`src/rtl/fft_sample_loader.sv`:
```
// Gathers one 4-point complex frame from a serial beat stream and presents it as
// two radix-2 butterfly operand sets, (x0,x2) then (x1,x3), with the W0 twiddle.
module fft_sample_loader #(
    parameter int BIT_WIDTH = 8
) (
    input  logic                 clk,
    input  logic                 rst_n,
    input  logic                 flush,
    input  logic                 in_valid,
    input  logic [BIT_WIDTH-1:0] in_data,
    output logic                 in_ready,
    output logic                 out_valid,
    input  logic                 out_ready,
    output logic [BIT_WIDTH-1:0] a_re,
    output logic [BIT_WIDTH-1:0] a_im,
    output logic [BIT_WIDTH-1:0] b_re,
    output logic [BIT_WIDTH-1:0] b_im,
    output logic [BIT_WIDTH-1:0] weight_re,
    output logic [BIT_WIDTH-1:0] weight_im,
    output logic                 out_pair,
    output logic                 out_last
);

    typedef enum logic [1:0] {LOAD, EMIT0, EMIT1} state_t;

    state_t     state_reg, state_next;
    logic [2:0] beat_cnt_reg;
    logic       beat_accept;
    logic [1:0] wr_slot;

    // Flush wins over a beat presented in the same cycle.
    assign beat_accept = in_valid && in_ready && !flush;
    // Sample index is beat_cnt[2:1]; storing it bit-reversed puts each butterfly pair in adjacent slots.
    assign wr_slot     = {beat_cnt_reg[1], beat_cnt_reg[2]};

    always_ff @(posedge clk or negedge rst_n) begin
        if (!rst_n) begin
            state_reg <= LOAD;
        end else begin
            state_reg <= state_next;
        end
    end

    always_comb begin
        state_next = state_reg;
        if (flush) begin
            state_next = LOAD;
        end else begin
            case (state_reg)
                LOAD:    if (beat_accept && beat_cnt_reg == 3'd7) state_next = EMIT0;
                EMIT0:   if (out_ready) state_next = EMIT1;
                EMIT1:   if (out_ready) state_next = LOAD;
                default: state_next = LOAD;
            endcase
        end
    end

    // The counter wraps 7->0 exactly on the beat that moves LOAD to EMIT0.
    always_ff @(posedge clk or negedge rst_n) begin
        if (!rst_n) begin
            beat_cnt_reg <= 3'd0;
        end else if (flush) begin
            beat_cnt_reg <= 3'd0;
        end else if (beat_accept) begin
            beat_cnt_reg <= beat_cnt_reg + 3'd1;
        end
    end

    genvar gi;
    generate
        for (gi = 0; gi < 4; gi++) begin : g_slot
            logic [BIT_WIDTH-1:0] re_reg;
            logic [BIT_WIDTH-1:0] im_reg;

            always_ff @(posedge clk or negedge rst_n) begin
                if (!rst_n) begin
                    re_reg <= '0;
                    im_reg <= '0;
                end else if (beat_accept && wr_slot == gi[1:0]) begin
                    if (beat_cnt_reg[0]) begin
                        im_reg <= in_data;
                    end else begin
                        re_reg <= in_data;
                    end
                end
            end
        end
    endgenerate

    assign weight_re = {1'b0, {(BIT_WIDTH-1){1'b1}}};
    assign weight_im = '0;

    always_comb begin
        in_ready  = 1'b0;
        out_valid = 1'b0;
        out_pair  = 1'b0;
        out_last  = 1'b0;
        a_re      = g_slot[0].re_reg;
        a_im      = g_slot[0].im_reg;
        b_re      = g_slot[1].re_reg;
        b_im      = g_slot[1].im_reg;
        case (state_reg)
            LOAD: begin
                in_ready = 1'b1;
            end
            EMIT0: begin
                out_valid = 1'b1;
            end
            EMIT1: begin
                out_valid = 1'b1;
                out_pair  = 1'b1;
                out_last  = 1'b1;
                a_re      = g_slot[2].re_reg;
                a_im      = g_slot[2].im_reg;
                b_re      = g_slot[3].re_reg;
                b_im      = g_slot[3].im_reg;
            end
            default: begin
                in_ready = 1'b1;
            end
        endcase
    end

endmodule

```
`config.mk`:
```
export PLATFORM = sky130hd
export DESIGN_NAME = fft_sample_loader
export DESIGN_NICKNAME = d
export VERILOG_FILES = /design/src/rtl/fft_sample_loader.sv
export SDC_FILE = /design/constraint.sdc
export NUM_CORES = 1
export LEC_CHECK = 0
export ABC_AREA = 1
export ABC_CLOCK_PERIOD_IN_PS = 2700
export BUFFER_PORTS_ARGS = -buffer_cell sky130_fd_sc_hd__buf_2
export CORE_ASPECT_RATIO = 0.5
export CORE_MARGIN = 3
export CORE_UTILIZATION = 28
export CTS_CLUSTER_DIAMETER = 120
export DETAILED_ROUTE_END_ITERATION = 7
export GPL_ROUTABILITY_DRIVEN = 0
export RECOVER_POWER = 50
export REMOVE_ABC_BUFFERS = 1
export SLEW_MARGIN = 20
export SYNTH_ARGS = -nofsm -noshare
export SYNTH_HDL_FRONTEND = slang
export SYNTH_SLANG_ARGS = --single-unit
export TNS_END_PERCENT = 20
```
`constraint.sdc`:
```
create_clock -name clk -period 2.7 [get_ports clk]
set_input_delay 0.405 -clock clk [delete_from_list [all_inputs] [get_ports clk]]
set_output_delay 0.405 -clock clk [all_outputs]
set_load 0.005 [all_outputs]
```
==> flow_summary.ini, run 1 <==
[cells_and_area]
n_antenna_cell = 0
drive_gt1_frac = 0.254
nets = 455
syn_to_final_growth_pct = 18.0
fin_cells = 606

[synth]
syn_area_um2 = 3540
synthCells = 395
synth_top_area_cell = dfrtp_1
ys_types = 22
seq_area_frac_synth = 0.487
synthDominantCellAreaShare = 0.487
ys_ff_latch = 69
yosys_warnings = 0
synthTopCellsByArea = dfrtp_1 49%, nand2_1 17%, mux2_2 10%
syn_avg_cell_area_um2 = 8.97

[worst_setup_path]
critical_path_class = reg2out
crit_family = buffers and inverters
path_cells = inv_1, ha_1, clkbuf_2, mux2_2, buf_2
critPathMaxStageDelay_ns = 0.41
timing.rr.end = g_slot[3].re_reg[3]
crit_slowest_cell = dfrtp_1
r2r-start = state_reg[0]
worstSetupStartpointType = flip-flop
end_kind = output port
cp_num_buf_inv = 3
critPathRequiredTime_ns = 2.30
rrSetupSlack_ns = 0.43
cp_max_fo = 17
arrival_ns = 1.94
r2r_cells = 8

[floorplanning]
core_region_area_um2 = 12100
die_area_um2 = 14100
fp-row-count = 28
start_util = 0.293
num_io_pins = 65
die_w_um = 165
die_height_um = 85.6

[clock_tree]
clock_path_buffers = 2
h-tree-depth = 3
hold_buffers = 0
cts_resized = 0
clkLatencyLatePin_ns = 0.33
clockRootBuffer = clkbuf_16
cts_tree = yes
cts-buffers-inserted = 9
numClockSinks = 69
path_clk_slew_ns = 0.06
cts_setup_buffers = 0

[sta]
finalSetupViolations = 0
tns_ns = 0
min_period_ns = 2.35
fin_ws_ns = 0.354
fin_skew_ns = 0.0100
slew_violations = 0
worstMarginPinSlew_ns = 1.16
hold_slack_ns = 0.286
hold_viol_final = 0
rsz0062_at_grt = false
slew-limit-headroom = 0.228
fmax_ghz = 0.426
finalCritPeriodShare = 0.869

[global_routing]
grt_pass1_wl_mm = 13.8
overflow = 0
antenna_found_initial = 0
grt_util_all_layers = 0.126
grt_max_degree = 32
grt_pass1_vias = 2621

[power]
p_sw_uw = 1300
clkPwrFrac = 0.350
seq_power_share = 0.356
peakVddDrop_uv = 376
pwr-share-comb = 0.294
leakage_uw = 0.00228
power.density_nw_per_um2 = 998
swShare = 0.311
p_int_uw = 2880

[detailed_routing]
drc_errors = 0
routedWlPerCell_um = 14.2
firstDrtPassIters = 4
vias = 2729
drtIter0Drc = 170
ant_nets = 0
viasPerCell = 4.50
wirelength_mm = 8.61

[place]
placedCellCount = 590
hpwl_mm = 5.71
post-place-ws_ns = 0.813
portBuffers = 48

[job]
maxCapViolations = 0

[outcome]
outcome = finished clean

[min_path]
hold_path_class = in2async
==> through the flow <==
step / instance area [um2] / util / total power (uW)
floorplan: 3340 / - / 2250
global placement: 3840 / 0.318 / 2750
detailed placement: 3840 / 0.318 / 2770
CTS: 4220 / 0.349 / 4250
global route: 4180 / 0.346 / 4460
finish: 4180 / 0.346 / 4180
==> how the worst max path moves through the flow <==
stage                             from             endpoint  depth (start not counted)
final                     state_reg[0]              b_re[4]                          5
after detailed placement  state_reg[0]  g_slot[1].re_reg[5]                          8
after floorplan           state_reg[0]              a_im[0]                          3
after global placement    state_reg[0]              a_im[0]                          5
after CTS                 state_reg[0]              a_im[0]                          5
after global routing      state_reg[0]  g_slot[3].re_reg[0]                          8
==> per-layer routing <==
metal	up-vias	GRT usage	routed length, um
met5	-	0	0
met4	0	0.0327	87
met3	9	0.0309	420
met2	60	0.203	4100
met1	1320	0.170	4000
li1	1340	-	-
==> cells in the mapped netlist (all sizes together) <==
cell type and count:
buf 31, clkbuf 9, clkinv 1, conb 2, dfrtp 69, ha 6
inv 12, mux2 32, nand2 160, nand3 26, nand4 32, nor2 10
nor3 1, o21ai 4
==> cell usage in the layout (no fill, tap or decap), drive strengths merged <==
| cell type | count |
|---|---|
| nand4 | 32 |
| bufinv | 4 |
| conb | 16 |
| nor2 | 10 |
| buf | 48 |
| nor3 | 1 |
| nand3 | 26 |
| nand2 | 160 |
| ha | 6 |
| clkinv | 3 |
| clkbuf | 18 |
| o21ai | 4 |
| dfrtp | 69 |
| mux2 | 32 |
| inv | 12 |
==> final cells by class <==
type | instances | area [um2]
Fill cell | 1246 | 7900
Sequential cell | 69 | 1730
Multi-Input combinational cell | 287 | 1550
Timing Repair Buffer | 56 | 280
Clock buffer | 10 | 239
Tap cell | 165 | 206
Clock inverter | 6 | 134
Inverter | 13 | 48.8
==> worst register-to-register path, stage by stage (launching register included) <==
cell,delay (ns)
dfrtp_1,0.39
inv_1,0.08
ha_1,0.31
inv_1,0.12
nand2_1,0.06
nand2_1,0.54
nand3_1,0.45
nand2_1,0.16
nand2_1,0.06
==> cells by family after synthesis <==
| kind of cell | share of synthesized area |
|---|---|
| and+or+nand+nor | 0.295 |
| DFF | 0.487 |
| buffers and inverters | 0.0875 |
| muxes | 0.102 |
| adders and majority gates | 0.0212 |
| AOI/OAI and AO/OA | 0.00565 |
| other | 0.00212 |
==> power groups by stage <==
| stage | clock [uW] | combinational (uW) | sequential (uW) |
|---|---|---|---|
| CTS | 1490 | 1270 | 1490 |
| global route | 1530 | 1390 | 1530 |
| floorplan | 0 | 791 | 1460 |
| finish | 1460 | 1230 | 1490 |
| global placement | 0 | 1250 | 1500 |
| detailed placement | 0 | 1270 | 1510 |
Power figures use the tool's default switching activity.
==> run 2: changes to the inputs <==
--- a/config.mk
+++ b/config.mk
@@ -5,7 +5,6 @@
 export SDC_FILE = /design/constraint.sdc
 export NUM_CORES = 1
 export LEC_CHECK = 0
-export ABC_AREA = 1
 export ABC_CLOCK_PERIOD_IN_PS = 2700
 export BUFFER_PORTS_ARGS = -buffer_cell sky130_fd_sc_hd__buf_2
 export CORE_ASPECT_RATIO = 0.5
@@ -15,7 +14,6 @@
 export DETAILED_ROUTE_END_ITERATION = 7
 export GPL_ROUTABILITY_DRIVEN = 0
 export RECOVER_POWER = 50
-export REMOVE_ABC_BUFFERS = 1
 export SLEW_MARGIN = 20
 export SYNTH_ARGS = -nofsm -noshare
 export SYNTH_HDL_FRONTEND = slang
==> run 2 against run 1 <==
  * The run now ends with max-capacitance violations, max-slew violations left
  * Die area decreased by 5.5%
  * First-iteration DRC count fell by 58%
  * Clock power shrank 30%
  * Via count shrank 28%
  * Final area is 6.0% lower
  * Hold slack improved by 0.13 ns
  * Utilization is 0.14 points higher
==> flow_summary.ini, run 2 <==
[outcome]
outcome = finished with violations
failed_checks = max-capacitance violations, max-slew violations

[power]
peakVddDrop_uv = 302
power.density_nw_per_um2 = 696
p_total_uw = 2740
leakage_uw = 0.00195

[synth]
syn_avg_cell_area_um2 = 14.2
seq_area_frac_synth = 0.517
syn_area_um2 = 3340
yosysMostFrequentCell = mux2_2
ys_ff_latch = 69
synthTopCellsByArea = dfrtp_1 52%, mux2_2 32%, buf_4 4.3%
async_flop_share = 1.00
ys_types = 27
yosys_warnings = 0
synthDominantCellAreaShare = 0.517
synth_flop_cell = dfrtp_1
synthCells = 235
synth_common_cells = 96 x mux2_2, 69 x dfrtp_1, 19 x buf_4, 6 x ha_1, 6 x nand2_2
synth_top_area_cell = dfrtp_1
synth_edf_count = 0

[clock_tree]
clkLatencyLatePin_ns = 0.32
cts_tree = yes
cts-buffers-inserted = 9
clock_path_buffers = 2
cts_setup_buffers = 0
h-tree-depth = 3
path_clk_slew_ns = 0.05
cts_resized = 0
clockRootBuffer = clkbuf_16
hold_buffers = 0
numClockSinks = 69

[sta]
finalCritPeriodShare = 0.883
fin_skew_ns = 0.00465
finalSetupViolations = 0
worstMarginPinSlew_ns = 1.68
tns_ns = 0
slew_violations = 70
min_period_ns = 2.38
hold_viol_final = 0
fmax_ghz = 0.420
slew-limit-headroom = -0.117
rsz0062_at_grt = false

[floorplanning]
die_height_um = 83.2
core_region_area_um2 = 11300
die_area_um2 = 13400
num_io_pins = 65
fp-row-count = 27
start_util = 0.295
die_w_um = 160

[cells_and_area]
fin_area_um2 = 3930
fillerInstances = 1087
post-route-util = 0.347
seqCellArea_um2 = 1730
syn_to_final_growth_pct = 17.7
fin_cells = 453
final_cell_mix = 96 x mux2_2, 69 x dfrtp_1, 46 x buf_2, 16 x conb_1, 9 x clkbuf_16
drive_gt1_frac = 0.575
nets = 308
final_common_cell = mux2_2
multi_input_area_um2 = 1470
n_antenna_cell = 0

[place]
placed_cell_area_um2 = 3700
hpwl_mm = 4.95
portBuffers = 48
placedCellCount = 437

[detailed_routing]
firstDrtPassIters = 4
wirelength_mm = 7.06
drtIter0Drc = 71
viasPerCell = 4.35
vias = 1971
routedWlPerCell_um = 15.6
drc_errors = 0
ant_nets = 0

[worst_setup_path]
worstSetupStartpointType = flip-flop
cp_num_buf_inv = 2
critical_path_class = reg2reg
crit_slowest_cell = clkbuf_1
cp_max_fo = 9
crit_family = buffers and inverters
critPathMaxStageDelay_ns = 0.46
end_kind = flip-flop
rrSetupSlack_ns = 0.32
critPathRequiredTime_ns = 2.90
path_cells = inv_1, ha_1, nand4b_1, nor2b_1, clkbuf_1, mux2_2
arrival_ns = 2.59

[job]
maxCapViolations = 1

[global_routing]
overflow = 0
antenna_found_initial = 0
grt_max_degree = 70
grt_pass1_vias = 2184
grt_util_all_layers = 0.110
grt_pass1_wl_mm = 11.5

[min_path]
hold_path_class = in2reg
==> run 2: cell families (layout without fill, tap and decap cells) <==
logic type | count (synthesis) | after routing | synth area share
xor+xnor | 1 | 1 | 0.00262
fa+ha+maj | 6 | 6 | 0.0225
buf+inv | 27 | 72 | 0.0528
mux | 96 | 96 | 0.324
compound gates | 6 | 6 | 0.0131
simple gates | 28 | 28 | 0.0663
flops | 69 | 69 | 0.517
other cells | 2 | 16 | 0.00225
==> run 2: where the power goes <==
group	switching, uW	internal (uW)	leakage [uW]
Clock	407	614	0.000129
Combinational	175	261	0.000907
Sequential	80.7	1200	0.000914
Total	663	2070	0.00195
==> run 2: cell type report <==
cell class	count	share of cell area
well taps	159	0.0506
clock inverters	5	0.00700
clock buffers	11	0.0592
flip-flops and latches	69	0.439
repair buffers	52	0.0665
inverters	4	0.00382
multi-input cells	153	0.374
==> run 2: path summary, 6_finish.rpt <==
| kind | startpoint | to | cells after the start |
|---|---|---|---|
| min in group asynchronous | rst_n | g_slot[0].im_reg[5] | 2 |
| max reg2reg | state_reg[1] | g_slot[3].im_reg[1] | 6 |
| max in group asynchronous | rst_n | g_slot[3].im_reg[1] | 2 |
| min reg2reg | g_slot[0].re_reg[0] | g_slot[0].re_reg[0] | 1 |
| max | state_reg[1] | g_slot[3].im_reg[1] | 6 |
| min | in_data[6] | g_slot[0].re_reg[6] | 2 |
==> run 2: per-layer routing <==
metal / vias to the layer above / track usage / routed length, um
met3: 15 / 0.0349 / 346
met2: 43 / 0.197 / 3670
met5: - / 0 / 0
met4: 0 / 0.0535 / 196
met1: 1002 / 0.118 / 2850
li1: 911 / - / -
==> run 2: per-stage QoR <==
stage	hold slack (ns)	setup WS (ns)
CTS	0.304	0.446
global placement	0.482	0.765
finish	0.415	0.316
global route	0.425	0.219
floorplan	0.109	0.848
detailed placement	0.490	0.665
==> run 3: changes to the inputs <==
--- a/config.mk
+++ b/config.mk
@@ -13,6 +13,7 @@
 export CTS_CLUSTER_DIAMETER = 120
 export DETAILED_ROUTE_END_ITERATION = 7
 export GPL_ROUTABILITY_DRIVEN = 0
+export PLACE_DENSITY = 0.48
 export RECOVER_POWER = 50
 export SLEW_MARGIN = 20
 export SYNTH_ARGS = -nofsm -noshare
==> constraint.sdc (replaced) <==
create_clock -name clk -period 2.7 [get_ports clk]
set_input_delay 0.405 -clock clk [delete_from_list [all_inputs] [get_ports clk]]
set_output_delay 0.405 -clock clk [all_outputs]
set_load 0.1 [all_outputs]
==> run 3 against run 2 <==
  * Non-clock buffer count rose by 1
  * The flow now finishes without violations
  * Sequential power barely moved
  * Total power rose by 29%
==> flow_summary.ini, run 3 (same netlist as run 2, synthesis figures left out) <==
[outcome]
outcome = finished clean

[floorplanning]
die_height_um = 83.2
num_io_pins = 65
die_area_um2 = 13400
start_util = 0.295
fp-row-count = 27
core_region_area_um2 = 11300
die_w_um = 160

[sta]
tns_ns = 0
slew_violations = 0
worstMarginPinSlew_ns = 1.10
min_period_ns = 2.42
finalCritPeriodShare = 0.894
rsz0062_at_grt = false
slew-limit-headroom = 0.268
fin_skew_ns = 0.00443
fmax_ghz = 0.414
finalSetupViolations = 0
hold_viol_final = 0

[global_routing]
grt_pass1_vias = 2168
overflow = 0
grt_util_all_layers = 0.117
grt_max_degree = 46
antenna_found_initial = 0
gr-usage-met1 = 0.145
grt_pass1_wl_mm = 12.0
grt.busiest_layer = met2
met2_usage = 0.191
use_met3 = 0.0404

[detailed_routing]
vias = 1977
drc_errors = 0
routedWlPerCell_um = 16.2
ant_nets = 0
drtIter0Drc = 70
wirelength_mm = 7.33
viasPerCell = 4.36
firstDrtPassIters = 4

[worst_setup_path]
cp_max_fo = 9
critical_path_class = reg2reg
critPathRequiredTime_ns = 2.91
end_kind = flip-flop
r2r_cells = 6
worstSetupStartpointType = flip-flop
arrival_ns = 2.62

[min_path]
hold_path_class = in2async

[clock_tree]
cts_tree = yes
cts_setup_buffers = 0
hold_buffers = 0
cts-buffers-inserted = 9
path_clk_slew_ns = 0.05
cts_resized = 0
clockRootBuffer = clkbuf_16
clkLatencyLatePin_ns = 0.33
clock_path_buffers = 2
numClockSinks = 69
h-tree-depth = 3

[cells_and_area]
fin_area_um2 = 3950
drive_gt1_frac = 0.582
nets = 309
seqCellArea_um2 = 1730
n_antenna_cell = 0
multi_input_area_um2 = 1460
final_cell_mix = 96 x mux2_2, 69 x dfrtp_1, 47 x buf_2, 16 x conb_1, 9 x clkbuf_16
fillerInstances = 1135
final_common_cell = mux2_2
syn_to_final_growth_pct = 18.2

[job]
maxCapViolations = 0

[place]
portBuffers = 48
placed_cell_area_um2 = 3720
hpwl_mm = 5.03

[power]
power.density_nw_per_um2 = 894
leakage_uw = 0.00195
peakVddDrop_uv = 387
## run 3: cell types whose count changed in the layout (fill, tap and decap cells not counted), sizes merged
cell      change
buf           +1
clkinv        -2
clkinvlp      +1
## run 3: routing by layer
layer | wire length [um] | share of wire
met5 | 0 | 0
met2 | 3480 | 0.47
met3 | 347 | 0.047
met1 | 3400 | 0.46
met4 | 106 | 0.014
## run 3: worst max-delay path, stage by stage (launching register included)
cell and delay (ns):
dfrtp_1 0.38, inv_1 0.09, ha_1 0.43, nand4b_1 0.32
nor2b_1 0.15, clkbuf_1 0.51, mux2_2 0.41
## run 3: final cells by class
class / instances / area share
well taps: 159 / 0.0504
clock inverters: 4 / 0.00634
multi-input cells: 153 / 0.370
repair buffers: 53 / 0.0707
flip-flops and latches: 69 / 0.437
inverters: 4 / 0.00380
clock buffers: 11 / 0.0615
## run 3: path summary, 6_finish.rpt
path                                startpoint                  end  slack, ns
hold / removal                           rst_n  g_slot[1].im_reg[7]       0.28
setup / recovery                  state_reg[0]  g_slot[3].im_reg[4]       0.28
max in group asynchronous                rst_n  g_slot[3].re_reg[3]       1.15
hold reg to reg            g_slot[0].im_reg[3]  g_slot[0].im_reg[3]       0.50
setup reg to reg                  state_reg[0]  g_slot[3].im_reg[4]       0.28
min in group clk                    in_data[3]  g_slot[0].im_reg[3]       0.42
## run 3: where the power goes
part / switching [uW] / total (uW) / internal (uW)
logic: 940 / 1200 / 261
registers: 81.7 / 1280 / 1200
clock network: 410 / 1050 / 637
total: 1430 / 3530 / 2100
## run 3: through the flow
step	instances	total power [uW]	util	setup WS, ns	hold WS [ns]
final	453	3530	0.349	0.285	0.279
after global routing	453	3680	0.349	0.183	0.375
after CTS	453	3590	0.353	0.306	0.281
after detailed placement	438	2520	0.329	0.624	0.488
after global placement	438	2490	0.329	0.713	0.481
after floorplan	249	2340	-	0.179	0.109
